[src/rtl/obstacle_renderer.sv]
// -----------------------------------------------------------------------------
// obstacle_renderer
//
// Per-frame draw sequencer for one vertical obstacle. It reads the obstacle's
// indexed segment port and turns the returned coordinates into VGA-adapter
// plot writes. Each frame it erases the old segment positions in the
// background colour, pulses the obstacle's move, waits one settle cycle, and
// then draws the new positions in the draw colour.
//
// Frame timeline, where the tick is sampled one edge after E0 and N=SEG_COUNT:
//   busy from E1, erase plots E2..E(N+1), move at E(N+2),
//   draw plots E(N+4)..E(2N+3), done with busy low at E(2N+4).
//
// Ports:
//   clock          in   system clock, rising edge
//   reset          in   synchronous active-high reset
//   enable         in   permits new frames to start
//   frame_tick     in   one-cycle frame request
//   seg_x / seg_y  in   coordinates of the indexed segment (combinational)
//   seg_idx        out  segment index driven to the obstacle
//   move           out  one-cycle step pulse to the obstacle
//   plot           out  VGA write strobe
//   vga_x / vga_y  out  plot coordinates
//   colour         out  plot colour
//   busy           out  frame in progress
//   done           out  one-cycle end-of-frame pulse
//   overrun_count  out  saturating count of dropped ticks (optional)
//
// Optional feature: define OBS_RENDER_OVERRUN_EN to add overrun_count.
// -----------------------------------------------------------------------------
module obstacle_renderer #(
   parameter int          SEG_COUNT   = 10,
   parameter int          IDX_W       = 4,
   parameter logic [2:0]  DRAW_COLOUR = 3'b100,
   parameter logic [2:0]  BG_COLOUR   = 3'b000
) (
   input  logic             clock,
   input  logic             reset,
   input  logic             enable,
   input  logic             frame_tick,
   input  logic [7:0]       seg_x,
   input  logic [6:0]       seg_y,
   output logic [IDX_W-1:0] seg_idx,
   output logic             move,
   output logic             plot,
   output logic [7:0]       vga_x,
   output logic [6:0]       vga_y,
   output logic [2:0]       colour,
   output logic             busy,
   output logic             done
`ifdef OBS_RENDER_OVERRUN_EN
   ,
   output logic [7:0]       overrun_count
`endif
);

   typedef enum logic [2:0] {
      S_IDLE,
      S_ERASE,
      S_MOVE,
      S_SETTLE,
      S_DRAW,
      S_DONE
   } state_e;

   localparam logic [IDX_W-1:0] LAST_IDX = IDX_W'(SEG_COUNT - 1);

   state_e           state_q;
   logic             pending_q;
   logic [IDX_W-1:0] seg_idx_q;
   logic             move_q;
   logic             plot_q;
   logic [7:0]       vga_x_q;
   logic [6:0]       vga_y_q;
   logic [2:0]       colour_q;
   logic             busy_q;
   logic             done_q;
`ifdef OBS_RENDER_OVERRUN_EN
   logic [7:0]       overrun_q;
`endif

   // NOTE: all state is updated with non-blocking assignments so every
   // register samples the pre-edge values; later assignments in this block
   // override the defaults written above them.
   always_ff @(posedge clock) begin
      if (reset) begin
         state_q   <= S_IDLE;
         pending_q <= 1'b0;
         seg_idx_q <= '0;
         move_q    <= 1'b0;
         plot_q    <= 1'b0;
         vga_x_q   <= '0;
         vga_y_q   <= '0;
         colour_q  <= '0;
         busy_q    <= 1'b0;
         done_q    <= 1'b0;
`ifdef OBS_RENDER_OVERRUN_EN
         overrun_q <= '0;
`endif
      end else begin
         move_q <= 1'b0;
         done_q <= 1'b0;

         // One-deep request memory: ticks during a frame (including its DONE
         // cycle) queue one more frame; disabling drops any queued request.
         if (!enable) begin
            pending_q <= 1'b0;
         end else if (frame_tick && state_q != S_IDLE) begin
            pending_q <= 1'b1;
         end

`ifdef OBS_RENDER_OVERRUN_EN
         if (frame_tick && pending_q && state_q != S_IDLE && overrun_q != 8'hFF) begin
            overrun_q <= overrun_q + 8'd1;
         end
`endif

         case (state_q)
            S_IDLE: begin
               if ((frame_tick || pending_q) && enable) begin
                  state_q   <= S_ERASE;
                  seg_idx_q <= '0;
                  busy_q    <= 1'b1;
                  pending_q <= 1'b0;
               end
            end

            // Erase and draw share the read/plot path; seg_x/seg_y belong to
            // the index presented during this cycle.
            S_ERASE, S_DRAW: begin
               vga_x_q  <= seg_x;
               vga_y_q  <= seg_y;
               colour_q <= (state_q == S_ERASE) ? BG_COLOUR : DRAW_COLOUR;
               plot_q   <= 1'b1;
               if (seg_idx_q == LAST_IDX) begin
                  seg_idx_q <= '0;
                  state_q   <= (state_q == S_ERASE) ? S_MOVE : S_DONE;
               end else begin
                  seg_idx_q <= seg_idx_q + IDX_W'(1);
               end
            end

            S_MOVE: begin
               plot_q  <= 1'b0;
               move_q  <= 1'b1;
               state_q <= S_SETTLE;
            end

            // Gives the obstacle one edge to register its new positions
            // before the draw pass reads them.
            S_SETTLE: begin
               seg_idx_q <= '0;
               state_q   <= S_DRAW;
            end

            S_DONE: begin
               plot_q  <= 1'b0;
               done_q  <= 1'b1;
               busy_q  <= 1'b0;
               state_q <= S_IDLE;
            end

            default: state_q <= S_IDLE;
         endcase
      end
   end

   assign seg_idx = seg_idx_q;
   assign move    = move_q;
   assign plot    = plot_q;
   assign vga_x   = vga_x_q;
   assign vga_y   = vga_y_q;
   assign colour  = colour_q;
   assign busy    = busy_q;
   assign done    = done_q;
`ifdef OBS_RENDER_OVERRUN_EN
   assign overrun_count = overrun_q;
`endif

endmodule

[config.mk]
export PLATFORM = sky130hd
export DESIGN_NAME = obstacle_renderer
export DESIGN_NICKNAME = d
export VERILOG_FILES = /design/src/rtl/obstacle_renderer.sv
export SDC_FILE = /design/constraint.sdc
export NUM_CORES = 1
export LEC_CHECK = 0
export ABC_AREA = 1
export ABC_CLOCK_PERIOD_IN_PS = 1400
export BUFFER_PORTS_ARGS = -buffer_cell sky130_fd_sc_hd__buf_2
export CORE_ASPECT_RATIO = 2
export CORE_MARGIN = 2
export CORE_UTILIZATION = 42
export CTS_BUF_LIST = sky130_fd_sc_hd__clkbuf_16
export CTS_CLUSTER_DIAMETER = 80
export CTS_CLUSTER_SIZE = 28
export DETAILED_ROUTE_END_ITERATION = 12
export PLACE_DENSITY = 0.71
export SYNTH_ARGS = -nofsm -noshare
export SYNTH_HDL_FRONTEND = slang
export SYNTH_SLANG_ARGS = --single-unit
export TNS_END_PERCENT = 50
[constraint.sdc]
create_clock -name clock -period 1.4 [get_ports clock]
set_input_delay 0.21 -clock clock [delete_from_list [all_inputs] [get_ports clock]]
set_output_delay 0.21 -clock clock [all_outputs]
set_load 0.005 [all_outputs]
* Yosys cells after proc, flatten, opt, wreduce, memory -nomap -nowiden *
Cells that the tools add are included.

cells by class
  $add $sub $neg = 1
  eq/ne operators = 8
  multiplexer cells = 17
  reductions and logical operators = 13

operator list
  kind                                                                   number
  3-bit 2-to-1 mux                                                       4
  3-bit one-hot mux with 4 select lines                                  1
  4-bit one-hot mux with 3 select lines                                  1
  4-bit 2-to-1 mux                                                       2
  1-bit 2-to-1 mux                                                       7
  3-bit by 2-bit equality test with 1-bit output, second input constant  2
  3-bit equality test, second input constant                             2
  2-bit AND reduction                                                    3
  3-bit nonzero test                                                     2
  4-bit by 1-bit adder with 4-bit output, second input constant          1
  4-bit equality test, second input constant                             1
  2-bit != test, second input constant                                   2
  1-bit one-hot mux with 2 select lines                                  2
  2-bit nonzero test                                                     2
  2-bit OR reduction                                                     2
  3-bit by 1-bit equality test with 1-bit output, second input constant  1
  3-bit zero test                                                        1
  1-bit logical AND                                                      2
  1-bit logical OR                                                       1

storage, ports and cells
  register bits after elaboration = 30
  word-level logic and storage cells = 49

* Depth between registers and ports, before layout *
  depth after elaboration = 6
  mapped depth = 8
  gate-level depth less buffers = 8

* Worst setup path before layout *
Ideal clock, no wire load.

  path kind = register to register
  from = reg seg_idx_q[1], in the netlist seg_idx[1]
  to = reg state_q[0]
  data arrival time = 1.050 ns
  data required time = 1.270 ns
  slack = 0.220 ns
  cell stages (with the launch flop) = 9
  path buffers = 0
  clock period less this slack = 1.180 ns
  cells stage by stage = dfxtp_1 inv_1 ha_1 nand3_1 nand3_1 nand2_1 nand2_1 nand2_1 nor2_1

between the ends
  word-level cells in the longest chain between the ends = 3

RTL lines
  element                               line  RTL
  start, declared                       70    logic [IDX_W-1:0] seg_idx_q;
  start signal, assigned                139   seg_idx_q <= seg_idx_q + IDX_W'(1);
  4-bit equality test                   135   if (seg_idx_q == LAST_IDX) begin
  2-bit != test (no source line)        n/a
  2-bit AND reduction (no source line)  n/a
  end signal, assigned                  137   state_q <= (state_q == S_ERASE) ? S_MOVE : S_DONE;
  end, declared                         68    state_e state_q;

No other way between the ends.
A chain may end at the register's enable or synchronous reset.

* Worst setup path in the final report *
Ends and elaborated chain as after synthesis.

==> results.md <==
| Parameter | Reported | Unit |
| --- | --- | --- |
| Tmin final | 1.33 | ns |
| Number of H-tree levels | 1 | - |
| Sequential cell area fraction in the yosys report | 0.489 | - |
| Final standard cell utilization of the core | 0.556 | - |
| Internal Power | 1770 | µW |
| LEAKAGE | 0.000700 | µW |
| X dimension of the die | 41.0 | µm |
| Share of total power in the clock network | 0.230 | - |
| Ratio of final minimum period to clock period | 0.949 | - |
| Pin count of the biggest net entering global routing | 22 | - |
| Kind of end point of the critical path | flip-flop | - |
| Sinks on the clock net | 28 | - |
| Number of buffer and inverter instances along the worst setup path | 1 | - |
| Primary flip-flop cell chosen by synthesis mapping | sky130_fd_sc_hd__dfxtp_1 | - |
| Top cell by count, worst path | sky130_fd_sc_hd__nand2_1 | - |
| Async set or reset register ratio after synthesis | 0 | - |
| Proportion of total power due to net switching | 0.351 | - |
| Worst setup slack for register-to-register paths | 0.07 | ns |
| Gate count of the mapped netlist | 144 | - |
| Post-synth EDFFs | 0 | - |
| Post-synthesis instance area | 1150 | µm² |
| Worst setup path class | reg -> reg | - |
| Avg Inst Size Synth | 7.97 | µm² |
| Top cell type's share of synthesized area | 0.489 | - |
| Cell-by-cell trace of the critical path | inv_1, ha_1, nand3_1, nand3_1, nand2_1, nand2_1, nand2_1, nor2_1 | - |
| Data arrival time at the worst-slack endpoint | 1.48 | ns |
| Worst ir drop on vdd | 0.000878 | V |
| Number of warnings printed during yosys synthesis | 0 | - |
| Number of flip-flops and latches in the synthesized netlist | 28 | - |
| Total number of cells along the worst setup path | 8 | - |
| Hpwl dp | 1970 | µm |
| Top post-synthesis cells by area | sky130_fd_sc_hd__dfxtp_1, sky130_fd_sc_hd__nor2_1, sky130_fd_sc_hd__o21ai_0 | - |
| Number of failing setup endpoints in the final timing report | 0 | - |
| GR Overflow Total | 0 | - |
| Total Wirelength | 2610 | µm |
| Remaining design rule violation count | 0 | - |
| Combinational Power Share | 0.344 | - |
| Total clock buffers created by CTS | 3 | - |
| DR vias | 1092 | - |
| Clock tree from TritonCTS | done | - |
| DR pass1 iterations | 4 | - |
| Worst Path Max Fanout | 6 | - |
| Max stage delay cell, worst path | sky130_fd_sc_hd__dfxtp_1 | - |
| Power Dens Cells | 1910 | nW/µm² |
| Clock latency of the later-clocked register in the worst-skew pair | 0.26 | ns |
| Total number of placement rows | 26 | - |
| Wire length of the first global-routing pass | 3900 | µm |
| Final hold viol count | 0 | - |
| Detail-routed via count per cell | 5.13 | - |
| RePlAce Congestion | 0.902 | - |
| Worst hold path type | in -> reg | - |
| Most numerous cell in the Yosys netlist | sky130_fd_sc_hd__nor2_1 | - |
| Initial core utilization | 0.446 | - |
| Core outline area | 2570 | µm² |
| Maximum number of buffers from clock root to sink | 2 | - |
| Number of fill cells in the layout | 251 | - |
| Required time reported for the critical path endpoint | 1.55 | ns |
| Critical register-to-register path endpoint | state_q[0] | - |
| Maximum achievable frequency | 753 | MHz |
| Ant. Diodes | 0 | - |
| CTS clk-pin slew, worst paths | 0.07 | ns |
| Final Slew Violations | 0 | - |
| Number of different library cells in the post-synthesis netlist | 26 | - |
| Setup Skew | 0.00543 | ns |
| Switching component of the power | 960 | µW |
| Overall power | 2730 | µW |
| Non-filler cells in the finished layout | 213 | - |
| Layout cells sized above 1 | 0.324 | - |
| Global router's overall resource usage | 0.169 | - |
| Worst R2R Start | seg_idx[1] | - |
| Sequential share of power | 0.426 | - |
| Via count of the first global-routing pass | 1012 | - |
| Worst setup path start | seg_idx[1] | - |
| Dominant delay contributor by cell family on the critical path | simple AND/OR/NAND/NOR gates | - |
| Biggest cell delay along the critical path | 0.42 | ns |
| Initial antenna violation count | 0 | - |
| Status | completed | - |
| DIE AREA | 3190 | µm² |
| Synth-to-Final Area Change | 24.4 | % |
| 1st-iter DRT viols | 28 | - |
| Detailed-route wire length per cell | 12.2 | µm |
| Dominant cell type by area after synthesis | sky130_fd_sc_hd__dfxtp_1 | - |
| Critical Path Sink | state_q[0] | - |
| Number of maximum-capacitance constraint violations | 0 | - |
| Residual antenna-violating net count after detailed routing | 0 | - |
| Number of port buffers | 42 | - |
| Path depth of the worst reg2reg path | 8 | - |
| Clock root cell | sky130_fd_sc_hd__clkbuf_16 | - |
| Post-CTS setup buffers | 0 | - |
| Startpoint kind of the worst setup timing path | flip-flop | - |
| Total I/O pin count | 45 | - |
| Cell count after placement | 209 | - |
| Total Nets Final | 207 | - |
| Final total negative setup slack | 0 | ns |
| Hold_ws | 0.174 | ns |
| Most numerous cell types in the synthesized netlist | sky130_fd_sc_hd__nor2_1, sky130_fd_sc_hd__dfxtp_1, sky130_fd_sc_hd__o21ai_0, sky130_fd_sc_hd__nand2_1, sky130_fd_sc_hd__nand3_1 | - |
| RSZ-0062 raised after global routing | no | - |
| Chip Height | 77.9 | µm |
-- layout by cell type (no fill, tap or decap), types with 2 or more instances in the layout --
cell / instances
sky130_fd_sc_hd__nand4_1: 3
sky130_fd_sc_hd__a21oi_2: 2
sky130_fd_sc_hd__a21oi_1: 4
sky130_fd_sc_hd__clkbuf_16: 3
sky130_fd_sc_hd__o21ai_0: 19
sky130_fd_sc_hd__conb_1: 2
sky130_fd_sc_hd__nand2_2: 2
sky130_fd_sc_hd__inv_2: 3
sky130_fd_sc_hd__inv_1: 4
sky130_fd_sc_hd__dfxtp_1: 27
sky130_fd_sc_hd__nand2_1: 16
sky130_fd_sc_hd__nand3b_1: 2
sky130_fd_sc_hd__nand3_2: 2
sky130_fd_sc_hd__ha_1: 2
sky130_fd_sc_hd__buf_2: 42
sky130_fd_sc_hd__nor2_1: 34
sky130_fd_sc_hd__nand3_1: 8
-- power by group through the flow --
| stage | combinational (µW) | clock (µW) | sequential [µW] |
|---|---|---|---|
| 5_1_grt | 1080 | 674 | 1200 |
| 6_report | 940 | 628 | 1170 |
| 3_3_place_gp | 905 | 0 | 1160 |
| 3_5_place_dp | 946 | 0 | 1180 |
| 4_1_cts | 951 | 637 | 1160 |
| 2_1_floorplan | 646 | 0 | 1190 |
-- how the worst min path moves through the flow --
stage                     startpoint    endpoint  slack (ns)  cells past startpoint
after detailed placement    seg_x[5]    vga_x[5]        0.44                      3
after CTS                   seg_x[5]    vga_x[5]        0.18                      3
final                       seg_x[6]    vga_x[6]        0.17                      3
after global placement      seg_x[5]    vga_x[5]        0.43                      3
after floorplan                reset  state_q[1]        0.29                      1
after global routing        seg_x[5]    vga_x[5]        0.18                      3
-- cell families (layout without fill, tap and decap cells) --
kind of cell             Yosys count  in the layout  synth area share
other                              1              2           0.00327
AND/OR/NAND/NOR                   72             72             0.288
buffers and inverters             15             55            0.0774
flip-flops                        28             28             0.489
AO/OA/AOI/OAI                     26             26             0.121
adder cells (fa/ha/maj)            2              2            0.0218
-- state kept, by name, indices dropped and copies added (netlist names) --
signal	cells
vga_x	8
seg_idx	4
pending_q	1
colour	1
busy	1
done	1
plot	1
state_q	3
vga_y	7
move	1
-- routing by layer --
metal	global-route usage	wire length [µm]
met1	0.155	979
met2	0.317	1460
met3	0.0257	147
met4	0.0700	21
met5	0	0
-- repair_timing --
action,CTS,global route
setup endpoints to repair,0,1
hold endpoints to repair,0,0
gates resized for setup,0,1
hold buffers,0,0
-- through the flow --
step           instance area (µm²)  worst slack (ns)
2_1_floorplan                 1150             0.220
3_3_place_gp                  1350             0.207
6_report                      1430            0.0714
5_1_grt                       1430           0.00414
4_1_cts                       1430             0.103
3_5_place_dp                  1350             0.130
-- layout make-up --
class                      instances  area [µm²]  area share
clock buffer                       3        75.1      0.0526
clock inverter                     1        3.75     0.00263
inverter                           8        32.5      0.0228
multi-input combinational        102         502       0.351
sequential                        28         562       0.394
tap                               28        35.0      0.0245
timing repair buffer              43         218       0.152
-- worst register-to-register path: cells and delay by family, from the launching register on --
family	cells	cell delay (ns)
AND/OR/NAND/NOR	6	0.56
flip-flops	1	0.42
adder cells (fa/ha/maj)	1	0.18
buffers and inverters	1	0.07
Note: power is estimated with default switching activity, not from simulation.
